**src/rtl/loader_pkg.sv**
```systemverilog
// loader_pkg: shared definitions for the instruction loader.
//   - default parameter constants
//   - loader FSM state encoding
//   - start-of-load length header format (16-bit word count, low byte first)
package loader_pkg;

   localparam int unsigned DEF_ADDR_WIDTH     = 16;
   localparam int unsigned DEF_MAX_WORDS      = 1024;
   localparam int unsigned DEF_TIMEOUT_CYCLES = 50_000_000;

   typedef enum logic [2:0] {
      IDLE,
      LEN_LO,
      LEN_HI,
      DATA,
      DONE,
      ERR
   } state_t;

   // Length header as it arrives on the link: lo byte first, then hi byte.
   typedef struct packed {
      logic [7:0] hi;
      logic [7:0] lo;
   } len_hdr_t;

   function automatic logic [15:0] hdr_count(input len_hdr_t h);
      return {h.hi, h.lo};
   endfunction

endpackage

```
**src/rtl/word_assembler.sv**
```systemverilog
// word_assembler: packs four bytes little-endian into a 32-bit word.
// Ports:
//   clk, rst       clock, synchronous active-low reset
//   clear          synchronous clear of any partial word
//   valid, byte_in incoming byte strobe and data
//   word           assembled word (valid while word_ready is high)
//   word_ready     high in the cycle the 4th byte of a word is presented
module word_assembler (
   input  logic        clk,
   input  logic        rst,
   input  logic        clear,
   input  logic        valid,
   input  logic [7:0]  byte_in,
   output logic [31:0] word,
   output logic        word_ready
);

   logic [1:0] idx;
   logic [7:0] b0, b1, b2;

   // The 4th byte is combined directly so the word is available in the
   // same cycle it arrives; no storage is needed for it.
   assign word_ready = valid && (idx == 2'd3);
   assign word       = {byte_in, b2, b1, b0};

   always_ff @(posedge clk) begin
      if (!rst || clear) begin
         idx <= '0;
         b0  <= '0;
         b1  <= '0;
         b2  <= '0;
      end else if (valid) begin
         case (idx)
            2'd0:    b0 <= byte_in;
            2'd1:    b1 <= byte_in;
            2'd2:    b2 <= byte_in;
            default: ;
         endcase
         idx <= idx + 2'd1;
      end
   end

endmodule

```
**src/rtl/inst_loader.sv**
```systemverilog
// inst_loader: receives a program over a byte link and writes it into
// instruction memory while holding the processor in reset.
// Ports:
//   clk, rst                  clock, synchronous active-low reset
//   start                     one-cycle pulse beginning a load
//   rx_valid, rx_byte         incoming byte strobe and data
//   imem_we/addr/wdata        instruction-memory write port
//   cpu_hold                  processor reset (1 = held)
//   busy, done, err           loader status
module inst_loader
   import loader_pkg::*;
#(
   parameter int unsigned ADDR_WIDTH     = DEF_ADDR_WIDTH,
   parameter int unsigned MAX_WORDS      = DEF_MAX_WORDS,
   parameter int unsigned TIMEOUT_CYCLES = DEF_TIMEOUT_CYCLES
) (
   input  logic                  clk,
   input  logic                  rst,
   input  logic                  start,
   input  logic                  rx_valid,
   input  logic [7:0]            rx_byte,
   output logic                  imem_we,
   output logic [ADDR_WIDTH-1:0] imem_addr,
   output logic [31:0]           imem_wdata,
   output logic                  cpu_hold,
   output logic                  busy,
   output logic                  done,
   output logic                  err
);

   // Counter only needs to reach TIMEOUT_CYCLES-1.
   localparam int unsigned TW = (TIMEOUT_CYCLES > 1) ? $clog2(TIMEOUT_CYCLES) : 1;

   state_t        state, state_next;
   logic [7:0]    len_lo;
   logic [15:0]   len_words;
   logic [15:0]   k;
   logic [TW-1:0] tcount;
   len_hdr_t      hdr;
   logic [15:0]   hdr_n;
   logic          timed_out;
   logic          write_word;
   logic          restart;
   logic          asm_clear;
   logic          asm_valid;
   logic          word_ready;
   logic [31:0]   word;

   assign hdr       = '{hi: rx_byte, lo: len_lo};
   assign hdr_n     = hdr_count(hdr);
   assign timed_out = !rx_valid && (tcount == TW'(TIMEOUT_CYCLES - 1));
   // Holding the assembler clear outside DATA discards any partial word
   // on timeout/restart and guarantees byte index 0 on entry to DATA.
   assign asm_clear = (state != DATA);
   assign asm_valid = rx_valid && (state == DATA);

   word_assembler u_asm (
      .clk        (clk),
      .rst        (rst),
      .clear      (asm_clear),
      .valid      (asm_valid),
      .byte_in    (rx_byte),
      .word       (word),
      .word_ready (word_ready)
   );

   always_comb begin
      state_next = state;
      write_word = 1'b0;
      restart    = 1'b0;
      busy       = 1'b0;
      done       = 1'b0;
      err        = 1'b0;
      cpu_hold   = 1'b1;
      case (state)
         IDLE: begin
            if (start) begin
               state_next = LEN_LO;
               restart    = 1'b1;
            end
         end
         LEN_LO: begin
            busy = 1'b1;
            if (rx_valid)       state_next = LEN_HI;
            else if (timed_out) state_next = ERR;
         end
         LEN_HI: begin
            busy = 1'b1;
            if (rx_valid) begin
               if (hdr_n == 16'd0)               state_next = DONE;
               else if (32'(hdr_n) > MAX_WORDS)  state_next = ERR;
               else                              state_next = DATA;
            end else if (timed_out) begin
               state_next = ERR;
            end
         end
         DATA: begin
            busy = 1'b1;
            if (word_ready) begin
               write_word = 1'b1;
               if (k + 16'd1 == len_words) state_next = DONE;
            end else if (timed_out) begin
               state_next = ERR;
            end
         end
         DONE: begin
            done     = 1'b1;
            cpu_hold = 1'b0;
            if (start) begin
               state_next = LEN_LO;
               restart    = 1'b1;
            end
         end
         ERR: begin
            err = 1'b1;
            if (start) begin
               state_next = LEN_LO;
               restart    = 1'b1;
            end
         end
         default: state_next = IDLE;
      endcase
   end

   always_ff @(posedge clk) begin
      if (!rst) begin
         state      <= IDLE;
         imem_we    <= 1'b0;
         imem_addr  <= '0;
         imem_wdata <= '0;
         len_lo     <= '0;
         len_words  <= '0;
         k          <= '0;
         tcount     <= '0;
      end else begin
         state   <= state_next;
         imem_we <= write_word;
         if (write_word) begin
            imem_addr  <= ADDR_WIDTH'({k, 2'b00});
            imem_wdata <= word;
            k          <= k + 16'd1;
         end
         if (restart) k <= '0;
         if (state == LEN_LO && rx_valid) len_lo    <= rx_byte;
         if (state == LEN_HI && rx_valid) len_words <= hdr_n;
         if (restart || (busy && rx_valid)) tcount <= '0;
         else if (busy)                     tcount <= tcount + TW'(1);
      end
   end

endmodule

```
**config.mk**
```make
export PLATFORM = sky130hd
export DESIGN_NAME = inst_loader
export DESIGN_NICKNAME = d
export VERILOG_FILES = /design/src/rtl/loader_pkg.sv /design/src/rtl/word_assembler.sv /design/src/rtl/inst_loader.sv
export SDC_FILE = /design/constraint.sdc
export NUM_CORES = 1
export LEC_CHECK = 0
export BUFFER_PORTS_ARGS = -buffer_cell sky130_fd_sc_hd__buf_2
export CAP_MARGIN = 20
export CORE_ASPECT_RATIO = 1.4
export CORE_MARGIN = 3
export CORE_UTILIZATION = 59
export DETAILED_ROUTE_END_ITERATION = 8
export GPL_ROUTABILITY_DRIVEN = 1
export PLACE_DENSITY = 0.83
export SLEW_MARGIN = 20
export SYNTH_ARGS = -nofsm -noshare
export SYNTH_HDL_FRONTEND = slang
export SYNTH_HIERARCHICAL = 1
export SYNTH_SLANG_ARGS = --single-unit
```
**constraint.sdc**
```tcl
create_clock -name clk -period 3.55 [get_ports clk]
set_clock_uncertainty 0.15 [all_clocks]
set_input_delay 0.71 -clock clk [delete_from_list [all_inputs] [get_ports clk]]
set_output_delay 0.71 -clock clk [all_outputs]
set_load 0.1 [all_outputs]
```
==> results of run 1 <==
[through the flow]
step	power [mW]	worst slack, ps	instance area, um2	hold slack, ps	util (%)
CTS	3.46	656	7560	313	68.1
detailed placement	1.83	767	7010	305	63.2
finish	3.45	625	7560	308	68.1
global placement	1.83	868	7010	298	63.2
floorplan	1.80	548	6860	286	-
global route	3.55	502	7560	327	68.1
[power groups by stage]
stage	sequential (mW)	combinational, mW	clock, mW
6_report	1.62	0.182	1.65
5_1_grt	1.62	0.195	1.74
2_1_floorplan	1.65	0.150	0
3_3_place_gp	1.65	0.177	0
4_1_cts	1.62	0.181	1.67
3_5_place_dp	1.65	0.180	0
[metal layers]
layer  vias to the layer above  global-route usage, %  wire (um)
li1                       2724                      -          -
met1                      2692                   27.9       6330
met2                       197                   43.3       8110
met3                        44                   5.76        795
met4                         0                   11.2        511
met5                         -                      0          0
[kinds of logic after synthesis]
logic type / count (synthesis) / synth area share [%]
buffers and inverters: 73 / 6.50
other: 1 / 0.0547
adders and majority gates: 6 / 1.10
muxes: 9 / 1.31
and+or+nand+nor: 337 / 23.1
xor gates and xnor gates: 59 / 7.54
DFF: 142 / 41.5
AOI/OAI and AO/OA: 161 / 18.9
[cells in the final DEF (no fill, tap or decap), types with 9 or more instances in the layout]
cell	n
xnor2_1	28
clkbuf_16	17
mux2i_1	9
xor2_1	31
buf_4	9
a21oi_2	23
a21bo_1	23
nand2_1	154
nand4_1	12
dfxtp_1	142
a21boi_0	64
buf_2	62
nand3_1	50
nor2b_1	14
nor2_1	55
a21oi_1	9
[final cells by class]
class	instances	area share, %
inverters	8	0.397
clock buffers	19	5.73
well taps	141	2.33
multi-input cells	574	47.4
repair buffers	71	5.00
flip-flops and latches	142	37.6
clock inverters	13	1.54
[state kept, by name, indices dropped and copies added, names as in the netlist]
name,count
u_asm/idx,2
imem_addr,14
imem_wdata,32
imem_we,1
len_words,16
tcount,26
state,3
u_asm/b1,8
len_lo,8
k,16
u_asm/b0,8
u_asm/b2,8
[worst max-delay path: cells and delay by family (launching register included)]
kind | cells | cell delay, ps
buffers and inverters | 2 | 710
DFF | 1 | 730
AOI/OAI and AO/OA | 1 | 210
[how the worst min path moves through the flow]
stage / startpoint / end / slack [ps] / cells past startpoint
2_1_floorplan: u_asm/b2[5] / imem_wdata[21] / 290 / 2
3_3_place_gp: u_asm/b0[2] / imem_wdata[2] / 300 / 2
3_5_place_dp: imem_wdata[19] / imem_wdata[19] / 310 / 2
4_1_cts: imem_wdata[19] / imem_wdata[19] / 310 / 2
5_1_grt: imem_wdata[26] / imem_wdata[26] / 330 / 2
6_report: imem_wdata[19] / imem_wdata[19] / 310 / 2
==> metrics.md, run 1 <==
| Metric | Value |
|---|---|
| Synth cell types | 63 |
| Switching Share | 24.0% |
| All-Layer GR Usage | 24.5% |
| Final worst path period need | 2920 ps |
| CTS Hold Buffers Added | 0 |
| Max-slew headroom | 49.8% |
| Setup crit start | state[1] |
| Cell count after placement | 936 |
| Max Clk Rate | 0.342 GHz |
| Actual slew at the worst max-slew pin | 752 ps |
| DRT antenna net count | 0 |
| Top cells by count, synth | 154 x nand2_1, 142 x dfxtp_1, 64 x a21boi_0 |
| Residual DRC | 0 |
| Avg WL per Cell | 16.3 um |
| Root buf cell | clkbuf_16 |
| Die width | 97.1 um |
| Multi-input combinational cell area | 3580 um2 |
| Worst setup path end | busy |
| Syn_area_per_cell | 8.70 um2 |
| Grt ovf | 0 |
| Synthesized instance count | 788 |
| Synth area leader | dfxtp_1 |
| Yosys warns | 6 |
| Combinational power share | 5.3% |
| Sequential Power Share | 46.9% |
| Rows | 45 |
| Post-synthesis sequential area ratio | 41.5% |
| Post-synth EDFFs | 0 |
| Hpwl dp | 10700 um |
| #FFs+latches synth | 142 |
| Critical path data arrival time | 2060 ps |
| Worst r2r dst | imem_wdata[0] |
| FF+latch area | 2840 um2 |
| Main flop type after synthesis | dfxtp_1 |
| Io pins | 65 |
| Clk pwr share | 47.8% |
| CP Max Fanout | 23 |
| Initial drt markers | 310 |
| Static Leak | 2.64 nW |
| Final period util | 82.4% |
| Final RePlAce weighted congestion | 0.867 |
| First-pass GRT wire length | 26100 um |
| Routed wire length | 15700 um |
| Max VDD drop | 0.348 mV |
| Slew Limit Fails | 0 |
| CTS H-tree depth | 4 |
| WP data required | 2690 ps |
| PostCTS Resize Cnt | 0 |
| Synth top area cells | dfxtp_1 41%, nand2_1 8.4%, a21boi_0 7.0% |
| Most numerous cell in the Yosys netlist | nand2_1 |
| Hold crit path type | reg -> reg |
| Final Hold Vio Count | 0 |
| Skew-Pair Late Insertion Delay | 420 ps |
| Clock Tree Buf Depth | 2 |
| Clock Pin Slew Worst Setup and Hold Paths | 60 ps |
| Largest net degree at the start of global routing | 72 |
| Number of max-cap violations | 0 |
| Slowest stage delay, CP | 730 ps |
| Final net count | 832 |
| DR vias | 5657 |
| N_diodes | 0 |
| Sw Pwr | 0.829 mW |
| Core footprint | 11100 um2 |
| Startpoint types | flip-flop |
| Unrepaired setup endpoints after global routing | false |
| CTS sink count | 142 |
| Die Ht | 134 um |
| DR pass1 iterations | 5 |
| Worst R2R Path Depth | 7 |
| Initial antenna violation count | 0 |
| # fillers | 876 |
| Starting Density | 61.8% |
| Vias in the first global route | 5458 |
| Total power density per cell area | 456 nW/um2 |
| Postcts setup bufs | 0 |
| Die area | 13000 um2 |
| Share of cells above drive strength 1 | 16.8% |
| IO buf count | 62 |
| Outcome | finished, final reports clean |
| Origin of the critical flop-to-flop path | state[1] |
| Slowest CP cell | dfxtp_1 |
| Crit-path cells | o21bai_2 -> inv_1 -> buf_2 |
| Final setup TNS | 0 ps |
| Mapped Area | 6850 um2 |
| Setup CP Type | reg -> out |
| Int Pwr | 2.62 mW |
| CP Capture Type | output pin |
| Reg2Reg Setup Slack | 810 ps |
| Vias/cell | 5.84 |
| Final setup viols | 0 |
| Final Instance Count excl. Fillers | 968 |
| Post-synth ARST share | 0% |
| Post-synth top area share | 41.5% |
| CTS tree | yes |
| Total CTS buffers | 17 |
| P&R area growth vs syn | 10.3% |
No activity file was read; power rests on OpenSTA's default activity.
==> run 2: changes to the inputs <==
- clock period: 3.55 -> 3.1 ns (I/O delays scaled with it)
==> run 2 against run 1 <==
Net effect:
- wire length shrank 1.1%
- via count is 0.57% lower
- sequential cell count unchanged
- setup slack got worse by 360 ps
- largest power group unchanged
==> metrics.md, run 2 (synthesized netlist as in run 1, its figures left out) <==
| Metric | Value |
|---|---|
| CTS H-tree depth | 4 (unchanged) |
| WHS | 309 ps (+0.341 ps) |
| IO buf count | 62 (unchanged) |
| Total CTS buffers | 17 (unchanged) |
| Final RePlAce weighted congestion | 0.902 (+4.0%) |
| WP data required | 2330 ps (-360 ps) |
| Final Hold Vio Count | 0 (unchanged) |
| Critical path data arrival time | 2070 ps (about the same) |
| Final period util | 91.5% |
| First-pass GRT wire length | 26000 um (-0.29%) |
| Avg WL per Cell | 16.1 um (-1.2%) |
| Initial drt markers | 259 (-16%) |
| Rows | 45 (unchanged) |
| Final setup TNS | 0 ps (unchanged) |
| Top flop regs | imem_wdata x32, tcount x26 |
| Max VDD drop | 0.432 mV (+24%) |
| Most common cell after layout, fill and taps aside | nand2_1 |
| Reg with most FFs | imem_wdata |
| Io pins | 65 (unchanged) |
| Final net count | 833 (+0.12%) |
| Vias in the first global route | 5419 (-0.71%) |
| Max FFs per register | 32 (unchanged) |
| Die width | 97.1 um (unchanged) |
| DRT antenna net count | 0 (unchanged) |
| CTS tree | yes |
| All-Layer GR Usage | 24.3% (-0.20 points) |
| CTS Hold Buffers Added | 0 (unchanged) |
| Max-slew headroom | 46.5% (-3.3 points) |
| Largest net degree at the start of global routing | 51 (-29%) |
| Grt ovf | 0 (unchanged) |
| Root buf cell | clkbuf_16 |
| Clock Pin Slew Worst Setup and Hold Paths | 60 ps (about the same) |
| Max Clk Rate | 0.353 GHz |
| Skew-Pair Late Insertion Delay | 420 ps (about the same) |
| Actual slew at the worst max-slew pin | 802 ps (+49.8 ps) |
| Core footprint | 11100 um2 (unchanged) |
| Slew Limit Fails | 0 (unchanged) |
| Postcts setup bufs | 0 (unchanged) |
| Unrepaired setup endpoints after global routing | false |
| Residual DRC | 0 (unchanged) |
| Static Leak | 2.70 nW (+2.3%) |
| Hpwl dp | 10800 um (+0.81%) |
| Starting Density | 61.8% (unchanged) |
| DR pass1 iterations | 5 (unchanged) |
| Setup CP Type | reg -> out |
| PostCTS Resize Cnt | 0 (unchanged) |
| Die Ht | 134 um (unchanged) |
| Final Cell Area | 7670 um2 (+1.5%) |
| Startpoint types | flip-flop |
| Routed wire length | 15600 um (-1.1%) |
| Die area | 13000 um2 (unchanged) |
| DR vias | 5625 (-0.57%) |
| Total power density per cell area | 559 nW/um2 (+22%) |
| Share of cells above drive strength 1 | 17.1% (+0.34 points) |
| CP Capture Type | output pin |
| Final setup viols | 0 (unchanged) |
| CP Max Fanout | 23 (unchanged) |
| Tot Pwr | 4.29 mW (+24%) |
| Number of max-cap violations | 0 (unchanged) |
| N_diodes | 0 (unchanged) |
| Hold crit path type | reg -> reg |
| Outcome | finished, final reports clean |
| CTS sink count | 142 (unchanged) |
| Clock Tree Buf Depth | 2 (unchanged) |
| Final worst path period need | 2840 ps |
| Initial antenna violation count | 0 (unchanged) |
| Cell Area, Placed | 7020 um2 (+0.11%) |
| Most frequent cells in the layout | 154 x nand2_1, 142 x dfxtp_1, 64 x a21boi_0 |
| P&R area growth vs syn | 11.9% |
| Vias/cell | 5.80 (-0.67%) |
==> run 2: changes by cell type in the layout (fill, tap and decap cells not counted), sizes merged <==
cell and change:
buf +1, bufinv +3, clkinvlp -2, clkinv -2
inv +1
==> run 2: path summary, 6_finish.rpt <==
path                 start            end  cells past startpoint  slack [ps]
min          imem_wdata[6]  imem_wdata[6]                      2         310
max               state[1]           busy                      3         260
min reg2reg  imem_wdata[6]  imem_wdata[6]                      2         310
max reg2reg       state[1]     tcount[23]                      6         460
==> run 2: per-stage QoR <==
step | instances | setup WS [ps] | utilization (%)
finish | 969 | 265 | 69.2
global route | 969 | 103 | 69.2
CTS | 969 | 269 | 69.2
detailed placement | 937 | 479 | 63.2
global placement | 937 | 569 | 63.2
floorplan | 789 | 188 | -
==> run 2: worst max-delay path: stages, from the launching register on <==
cell	delay, ps
dfxtp_1	750
o21bai_2	230
inv_1	210
buf_2	460
==> run 2: report_power, final <==
group / internal, mW / total (mW) / switching [mW]
Sequential: 1.84 / 1.85 / 0.0184
Clock: 1.41 / 2.22 / 0.816
Combinational: 0.0607 / 0.209 / 0.148
Total: 3.31 / 4.29 / 0.982
==> run 2: cell type report <==
cell class,instances,area (um2)
tap,141,176
inverter,8,30.0
clock inverter,13,203
sequential,142,2840
timing repair buffer,72,385
fill,850,3420
multi-input combinational,574,3580
clock buffer,19,453
==> run 2: layer usage <==
metal  up-vias  global-route usage, %  wire length [um]
li1       2729                      -                 -
met1      2675                   28.2              6300
met2       184                   43.5              8020
met3        37                   4.98               796
met4         0                   9.68               451
met5         -                      0                 0
